[src/rtl/mux_rr_n.sv]
// Registered N-channel multiplexer with valid/ready on every input and on the output.
// Selection is either by the SEL input (manual) or by a round-robin scan starting at a rotating pointer.
module mux_rr_n #(
  parameter  int BITS = 4,
  parameter  int N    = 4,
  localparam int SELW = (N > 1) ? $clog2(N) : 1
) (
  input  logic              clock,
  input  logic              reset_n,
  input  logic [N*BITS-1:0] D,
  input  logic [N-1:0]      VALID,
  output logic [N-1:0]      READY,
  input  logic              MODE,
  input  logic [SELW-1:0]   SEL,
  output logic [BITS-1:0]   OUT,
  output logic              OUT_VALID,
  input  logic              OUT_READY,
  output logic [SELW-1:0]   OUT_SEL
);

  logic [BITS-1:0] out_q, out_d;
  logic            out_valid_q, out_valid_d;
  logic [SELW-1:0] out_sel_q, out_sel_d;
  logic [SELW-1:0] ptr_q, ptr_d;

  logic [BITS-1:0] d_arr [N];
  logic            load;
  logic [SELW-1:0] gnt, rr_gnt, idx;
  logic            gnt_ok, rr_ok, man_ok;
  int              idx_i;

  always_comb begin
    for (int i = 0; i < N; i++) begin
      d_arr[i] = D[i*BITS +: BITS];
    end
  end

  assign load = ~out_valid_q | OUT_READY;

  // Round-robin: first requester at or after ptr, wrapping modulo N.
  always_comb begin
    rr_gnt = '0;
    rr_ok  = 1'b0;
    idx    = '0;
    idx_i  = 0;
    for (int k = 0; k < N; k++) begin
      idx_i = int'(ptr_q) + k;
      if (idx_i >= N) idx_i = idx_i - N;
      idx = SELW'(idx_i);
      if (!rr_ok && VALID[idx]) begin
        rr_ok  = 1'b1;
        rr_gnt = idx;
      end
    end
  end

  always_comb begin
    man_ok = 1'b0;
    if (int'(SEL) < N) man_ok = VALID[SEL];
  end

  always_comb begin
    if (MODE) begin
      gnt    = rr_gnt;
      gnt_ok = rr_ok;
    end else begin
      gnt    = SEL;
      gnt_ok = man_ok;
    end
  end

  // reset_n gates READY so no channel sees a handshake while the block is held in reset.
  always_comb begin
    READY = '0;
    for (int i = 0; i < N; i++) begin
      READY[i] = reset_n & load & gnt_ok & (gnt == SELW'(i));
    end
  end

  always_comb begin
    out_d       = out_q;
    out_valid_d = out_valid_q;
    out_sel_d   = out_sel_q;
    ptr_d       = ptr_q;
    if (load) begin
      out_valid_d = gnt_ok;
      if (gnt_ok) begin
        out_d     = d_arr[gnt];
        out_sel_d = gnt;
        ptr_d     = (int'(gnt) == N - 1) ? '0 : gnt + 1'b1;
      end
    end
  end

  always_ff @(posedge clock or negedge reset_n) begin
    if (!reset_n) begin
      out_q       <= '0;
      out_valid_q <= 1'b0;
      out_sel_q   <= '0;
      ptr_q       <= '0;
    end else begin
      out_q       <= out_d;
      out_valid_q <= out_valid_d;
      out_sel_q   <= out_sel_d;
      ptr_q       <= ptr_d;
    end
  end

  assign OUT       = out_q;
  assign OUT_VALID = out_valid_q;
  assign OUT_SEL   = out_sel_q;

endmodule

[config.mk]
export PLATFORM = sky130hd
export DESIGN_NAME = mux_rr_n
export DESIGN_NICKNAME = d
export VERILOG_FILES = /design/src/rtl/mux_rr_n.sv
export SDC_FILE = /design/constraint.sdc
export NUM_CORES = 1
export LEC_CHECK = 0
export ABC_AREA = 1
export BUFFER_PORTS_ARGS = -buffer_cell sky130_fd_sc_hd__buf_2
export CAP_MARGIN = 20
export CORE_MARGIN = 5
export CORE_UTILIZATION = 48
export CTS_CLUSTER_SIZE = 8
export DETAILED_ROUTE_END_ITERATION = 10
export PLACE_DENSITY_LB_ADDON = 0.05
export SLEW_MARGIN = 20
export SYNTH_ARGS = -nofsm -noshare
export SYNTH_HDL_FRONTEND = slang
export SYNTH_SLANG_ARGS = --single-unit
[constraint.sdc]
create_clock -name clock -period 2.61 [get_ports clock]
set_input_delay 0.261 -clock clock [delete_from_list [all_inputs] [get_ports clock]]
set_output_delay 0.261 -clock clock [all_outputs]
set_load 0.01 [all_outputs]
==> results of run 1 <==
-- synthesized netlist by cell type, types with 2 or more instances --
cell type	instances
buf_6	2
dfrtp_1	9
ha_1	4
inv_1	32
nand2_1	61
nand2_2	3
nand3_1	21
nor2_1	8
o21ai_0	9
-- layout make-up --
cell class,count,area (um^2),share of cell area [%]
clock buffer,4,26.3,1.96
inverter,34,135,10.1
sequential,9,228,17.0
timing repair buffer,48,280,20.9
tap,27,33.8,2.52
multi-input combinational,116,636,47.5
-- per-stage QoR --
stage	worst slack [ns]	total power, uW	cell area (um^2)	cells
global placement	0.204	1040	1150	223
global route	-0.0764	1610	1340	238
finish	0.0929	1460	1340	238
CTS	0.0153	1190	1190	228
floorplan	0.531	888	956	162
detailed placement	0.182	1060	1150	223
-- timing repair --
item / in CTS / in global routing
setup buffers: 0 / 10
pin swaps: 0 / 13
setup endpoints to repair: 4 / 4
resized for setup: 2 / 27
endpoints found under the hold margin: 9 / 0
hold buffers: 1 / 0
gates cloned: 0 / 0
-- path summary, 6_finish.rpt --
| check | cells past startpoint | start | endpoint |
|---|---|---|---|
| worst max-delay path | 14 | ptr_q[0]$_DFFE_PN0P_ | READY[0] |
| worst min-delay path | 2 | OUT_READY | OUT_VALID$_DFFE_PN0N_ |
| worst max register to register | 17 | ptr_q[0]$_DFFE_PN0P_ | OUT[1]$_DFFE_PN0P_ |
| worst min register to register | 2 | OUT[2]$_DFFE_PN0P_ | OUT[2]$_DFFE_PN0P_ |
| max in group asynchronous | 2 | reset_n | ptr_q[0]$_DFFE_PN0P_ |
| min in group asynchronous | 2 | reset_n | OUT_SEL[0]$_DFFE_PN0P_ |
-- critical path: stages (launching register included) --
cell and delay [ns]:
dfrtp_2 0.48, buf_6 0.16, nand2_2 0.04, nand2_1 0.08
nand2_2 0.10, nand2_4 0.07, nor2_4 0.13, nand2_2 0.07
o21ai_1 0.12, inv_1 0.09, a21oi_4 0.19, ha_2 0.20
inv_1 0.04, nor2_1 0.09, buf_2 0.14
-- placed cells by master (no fill, tap or decap), types with 2 or more instances in the layout --
| cell | instances |
|---|---|
| nor2_1 | 8 |
| nand2_2 | 11 |
| ha_1 | 3 |
| o21ai_0 | 7 |
| inv_1 | 30 |
| buf_4 | 9 |
| o21ai_2 | 2 |
| nand3_1 | 19 |
| nand3_2 | 3 |
| inv_2 | 2 |
| clkbuf_4 | 3 |
| dfrtp_2 | 2 |
| dfrtp_1 | 7 |
| nand2_1 | 51 |
| buf_6 | 2 |
| buf_2 | 36 |
-- state kept, by name (all words and copies together) (netlist names) --
| signal | cells |
|---|---|
| OUT | 4 |
| OUT_SEL | 2 |
| ptr_q | 2 |
| OUT_VALID | 1 |
-- kinds of logic (layout without fill, tap and decap cells) --
kind of cell	after synthesis	after routing	synth area share (%)
buffers and inverters	37	86	17.0
AOI/OAI and AO/OA	15	15	9.42
and+or+nand+nor	97	97	44.8
adders and majority gates	4	4	5.24
DFF	9	9	23.6
-- power by group through the flow --
stage	combinational [uW]	clock, uW	sequential, uW
after floorplan	624	0	264
after CTS	809	107	269
after global routing	1220	113	274
final	1090	105	268
after global placement	779	0	262
after detailed placement	792	0	268
-- per-layer routing --
layer  up-vias  GRT usage [%]  part of all wire (%)
li1        601              -                     -
met1       512           23.0                    44
met3         2          0.817                   4.8
met4         0           7.47                  0.75
met5         -              0                     0
met2        29           28.3                    50
==> results.py, run 1 <==
metrics = {
    "yosys": {
        "ys_seq_area_share_pct": 23.6,
        "ys_types": 22,
        "netlist.area_leader.share_pct": 24.0,
        "async_flop_share_pct": 100,
        "synth.avg_cell_area_um2": 5.90,
        "yosys.area.top_type": "nand2_1",
        "yosysWarnings": 0,
        "syn_nets": 192,
        "synth_edf_count": 0,
        "ys_seq_elements": 9,
        "synthTopCellsByArea": "nand2_1 (24%), dfrtp_1 (24%), inv_1 (13%), nand3_1 (11%), ha_1 (5.2%)",
        "synth_ff_type": "dfrtp_1",
        "netlist_instances": 162,
        "synth_area_um2": 956,
    },
    "floorplan": {
        "die_h_um": 54.6,
        "start_util_pct": 49.7,
        "rows": 16,
        "die_width_um": 54.6,
        "core_area_um2": 1920,
        "boundaryPins": 37,
        "dieArea_um2": 2980,
    },
    "global_route": {
        "grt_first_pass_wirelength_um": 3820,
        "track_usage_pct": 17.2,
        "grt_max_degree": 13,
        "antenna_found_initial": 0,
        "grt_pass1_vias": 952,
        "grt-ovfl-total": 0,
    },
    "routing": {
        "firstDrtPassIters": 4,
        "vias": 1144,
        "postRouteAntennaNets": 0,
        "drt_iter0_drc": 15,
        "wl_per_cell_um": 11.2,
        "wl_um": 2670,
        "drt_drc_violations_left": 0,
        "vias_per_cell": 4.81,
    },
    "setup_path": {
        "r2r_slack_ns": 0.50,
        "startpoint_type": "register",
        "critPathCaptureType": "output pin",
        "path_class": "reg2out",
        "crit_required_ns": 2.35,
        "cp_max_fo": 5,
        "arrival_ns": 2.26,
    },
    "power": {
        "p_per_area_nw_per_um2": 1090,
        "comb_power_share_pct": 74.5,
        "switchingPower_uw": 760,
        "p_clk_share_pct": 7.2,
        "p_sw_share_pct": 51.9,
        "intPower_uw": 705,
        "ir_drop_mv": 0.552,
        "p_leak_uw": 0.000811,
        "seqPwrFrac_pct": 18.3,
    },
    "place": {
        "gp_congestion": 0.842,
        "dp_hpwl_um": 1920,
        "portBuffers": 36,
    },
    "status": {
        "status": "finished, final reports clean",
    },
    "sta": {
        "post-route-period-util_pct": 96.4,
        "timing.slew.headroom_pct": 73.9,
        "max_freq_mhz": 397,
        "whs_ns": 0.229,
        "slew_violations": 0,
        "tightest_slew_ns": 0.391,
        "skew_ns": 0.00426,
        "setup_viol": 0,
        "min_period_ns": 2.52,
        "finalHoldViolations": 0,
        "fin_tns_setup_ns": 0,
    },
    "cells_and_area": {
        "nFillCells": 191,
        "fin_nets": 242,
        "drive_gt1_share_pct": 37.0,
        "syn2layout_area_growth_pct": 40.1,
        "diodes": 0,
        "final_core_util_pct": 69.7,
    },
    "clock_tree": {
        "clock-sinks": 9,
        "path_clk_slew_ns": 0.06,
        "clockBufferDepth": 2,
        "cts_tree": "done",
        "root_buffer": "clkbuf_4",
        "cts_made_buffers": 3,
        "htreeDepth": 1,
        "clock_latency_ns": 0.26,
    },
    "min_path": {
        "holdCritPathClass": "in2reg",
    },
    "run": {
        "maxCapViolCount": 0,
    },
}
Power figures use the tool's default switching activity.
==> run 2: changes to the inputs <==
Settings changed: CTS_BUF_LIST from default to sky130_fd_sc_hd__clkbuf_8 sky130_fd_sc_hd__clkbuf_16.
==> run 2 against run 1 <==
Worst hold slack gained 0.021 ns. Sequential power about the same. Largest cell class unchanged. Critical path depth is 2 higher. Critical path type unchanged. First-iteration DRC count is the same. Cell count is 1.7% lower. Cell area decreased by 3.1%.
==> results.py, run 2 (synthesized netlist as in run 1, its figures left out) <==
metrics = {
    "status": {
        "status": "finished, final reports clean",
    },
    "sta": {
        "tightest_slew_ns": 0.396,
        "slew_violations": 0,
        "post-route-period-util_pct": 93.2,
        "fin_tns_setup_ns": 0,
        "skew_ns": 0.00183,
        "timing.slew.headroom_pct": 73.5,
        "setup_viol": 0,
        "min_period_ns": 2.43,
        "max_freq_mhz": 411,
        "whs_ns": 0.249,
        "finalHoldViolations": 0,
    },
    "cells_and_area": {
        "syn2layout_area_growth_pct": 35.7,
        "nFillCells": 194,
        "fin_nets": 238,
        "mostFrequentLayoutCell": "nand2_1",
        "drive_gt1_share_pct": 30.4,
        "diodes": 0,
        "multi_input_area_um2": 609,
        "largest_reg_flops": 4,
        "final-seq-area_um2": 228,
        "mostFrequentLayoutCells": "nand2_1 (59), buf_2 (36), inv_1 (32), nand3_1 (20), nor2_1 (8)",
    },
    "global_route": {
        "grt_pass1_vias": 938,
        "grt_max_degree": 13,
        "grt_first_pass_wirelength_um": 3780,
        "grt-ovfl-total": 0,
        "antenna_found_initial": 0,
        "track_usage_pct": 17.0,
    },
    "power": {
        "seqPwrFrac_pct": 19.3,
        "ir_drop_mv": 0.563,
        "intPower_uw": 690,
        "switchingPower_uw": 699,
        "p_per_area_nw_per_um2": 1070,
        "p_leak_uw": 0.000797,
        "power.total_uw": 1390,
        "comb_power_share_pct": 69.4,
        "p_sw_share_pct": 50.3,
        "p_clk_share_pct": 11.3,
    },
    "setup_path": {
        "startpoint_type": "register",
        "arrival_ns": 2.17,
        "path_class": "reg2out",
        "cp_max_fo": 12,
        "critPathCaptureType": "output pin",
        "crit_required_ns": 2.35,
    },
    "clock_tree": {
        "root_buffer": "clkbuf_8",
        "cts_made_buffers": 3,
        "path_clk_slew_ns": 0.04,
        "cts_tree": "done",
        "clockBufferDepth": 2,
        "clock-sinks": 9,
        "htreeDepth": 1,
        "clock_latency_ns": 0.23,
    },
    "routing": {
        "vias": 1106,
        "postRouteAntennaNets": 0,
        "vias_per_cell": 4.73,
        "drt_drc_violations_left": 0,
        "drt_iter0_drc": 15,
        "wl_per_cell_um": 10.4,
        "firstDrtPassIters": 4,
        "wl_um": 2440,
    },
    "place": {
        "dp_hpwl_um": 1920,
        "gp_congestion": 0.842,
        "portBuffers": 36,
    },
    "run": {
        "maxCapViolCount": 0,
    },
    "floorplan": {
        "boundaryPins": 37,
        "die_h_um": 54.6,
        "start_util_pct": 49.7,
        "die_width_um": 54.6,
        "core_area_um2": 1920,
        "dieArea_um2": 2980,
        "rows": 16,
    },
    "min_path": {
        "holdCritPathClass": "in2reg",
    },
}
-- run 2: changes by cell type in the layout (fill, tap and decap cells not counted), sizes merged --
cell | before | now
clkbuf | 4 | 3
buf | 47 | 43
inv | 34 | 35
-- run 2: layout make-up --
cell class,instances,area share [%]
Timing Repair Buffer,44,19.0
Sequential cell,9,17.6
Multi-Input combinational cell,116,47.0
Inverter,34,10.4
Clock inverter,1,0.289
Tap cell,27,2.60
Clock buffer,3,3.18
-- run 2: worst paths after layout --
path | startpoint | end | slack, ns | depth (start not counted)
setup / recovery | ptr_q[0]$_DFFE_PN0P_ | READY[1] | 0.18 | 16
hold / removal | OUT_READY | OUT_VALID$_DFFE_PN0N_ | 0.25 | 2
setup reg to reg | ptr_q[0]$_DFFE_PN0P_ | ptr_q[1]$_DFFE_PN0P_ | 0.55 | 14
hold reg to reg | OUT[2]$_DFFE_PN0P_ | OUT[2]$_DFFE_PN0P_ | 0.47 | 2
max in group asynchronous | reset_n | ptr_q[0]$_DFFE_PN0P_ | 2.01 | 2
min in group asynchronous | reset_n | OUT_SEL[0]$_DFFE_PN0P_ | 0.41 | 2
-- run 2: timing repair --
action | CTS | global route
hold endpoints to repair | 9 | 0
resized for setup | 1 | 16
hold buffers | 1 | 0
pin swaps | 0 | 5
buffers inserted | 0 | 6
setup endpoints to repair | 3 | 4
-- run 2: stage by stage --
| step | setup slack, ns | cells | utilization, % | instance area (um^2) |
|---|---|---|---|---|
| floorplan | 0.531 | 162 | - | 956 |
| global route | -0.0241 | 234 | 67.5 | 1300 |
| global placement | 0.204 | 223 | 59.7 | 1150 |
| finish | 0.176 | 234 | 67.5 | 1300 |
| CTS | 0.00464 | 228 | 62.6 | 1200 |
| detailed placement | 0.182 | 223 | 59.7 | 1150 |
-- run 2: layer usage --
layer  vias to the layer above  routed length (um)  part of all wire, %  global-route usage, %
met5                         -                   0                    0                      0
met4                         0                  57                  2.3                   4.98
met3                         6                 167                  6.8                   2.72
met2                        42                1100                   45                   27.0
met1                       467                1110                   46                   23.4
li1                        591                   -                    -                      -
-- run 2: power by group through the flow --
| stage | combinational, uW | clock [uW] | sequential (uW) |
|---|---|---|---|
| after floorplan | 624 | 0 | 264 |
| after global placement | 779 | 0 | 262 |
| after detailed placement | 792 | 0 | 268 |
| after CTS | 794 | 157 | 269 |
| after global routing | 1100 | 166 | 274 |
| final | 964 | 157 | 268 |
-- run 2: worst max-delay path, stage by stage, from the launching register on --
cell and delay, ns:
dfrtp_2 0.47, buf_6 0.15, nand2_1 0.05, nand2_1 0.06, nand2_1 0.07, nand2_2 0.08, nor2_4 0.11, nand3_2 0.10
nand2_1 0.08, nand2_1 0.08, nand3_4 0.13, nand2_8 0.09, inv_4 0.07, ha_1 0.13, inv_1 0.03, nor2_1 0.09
buf_2 0.14
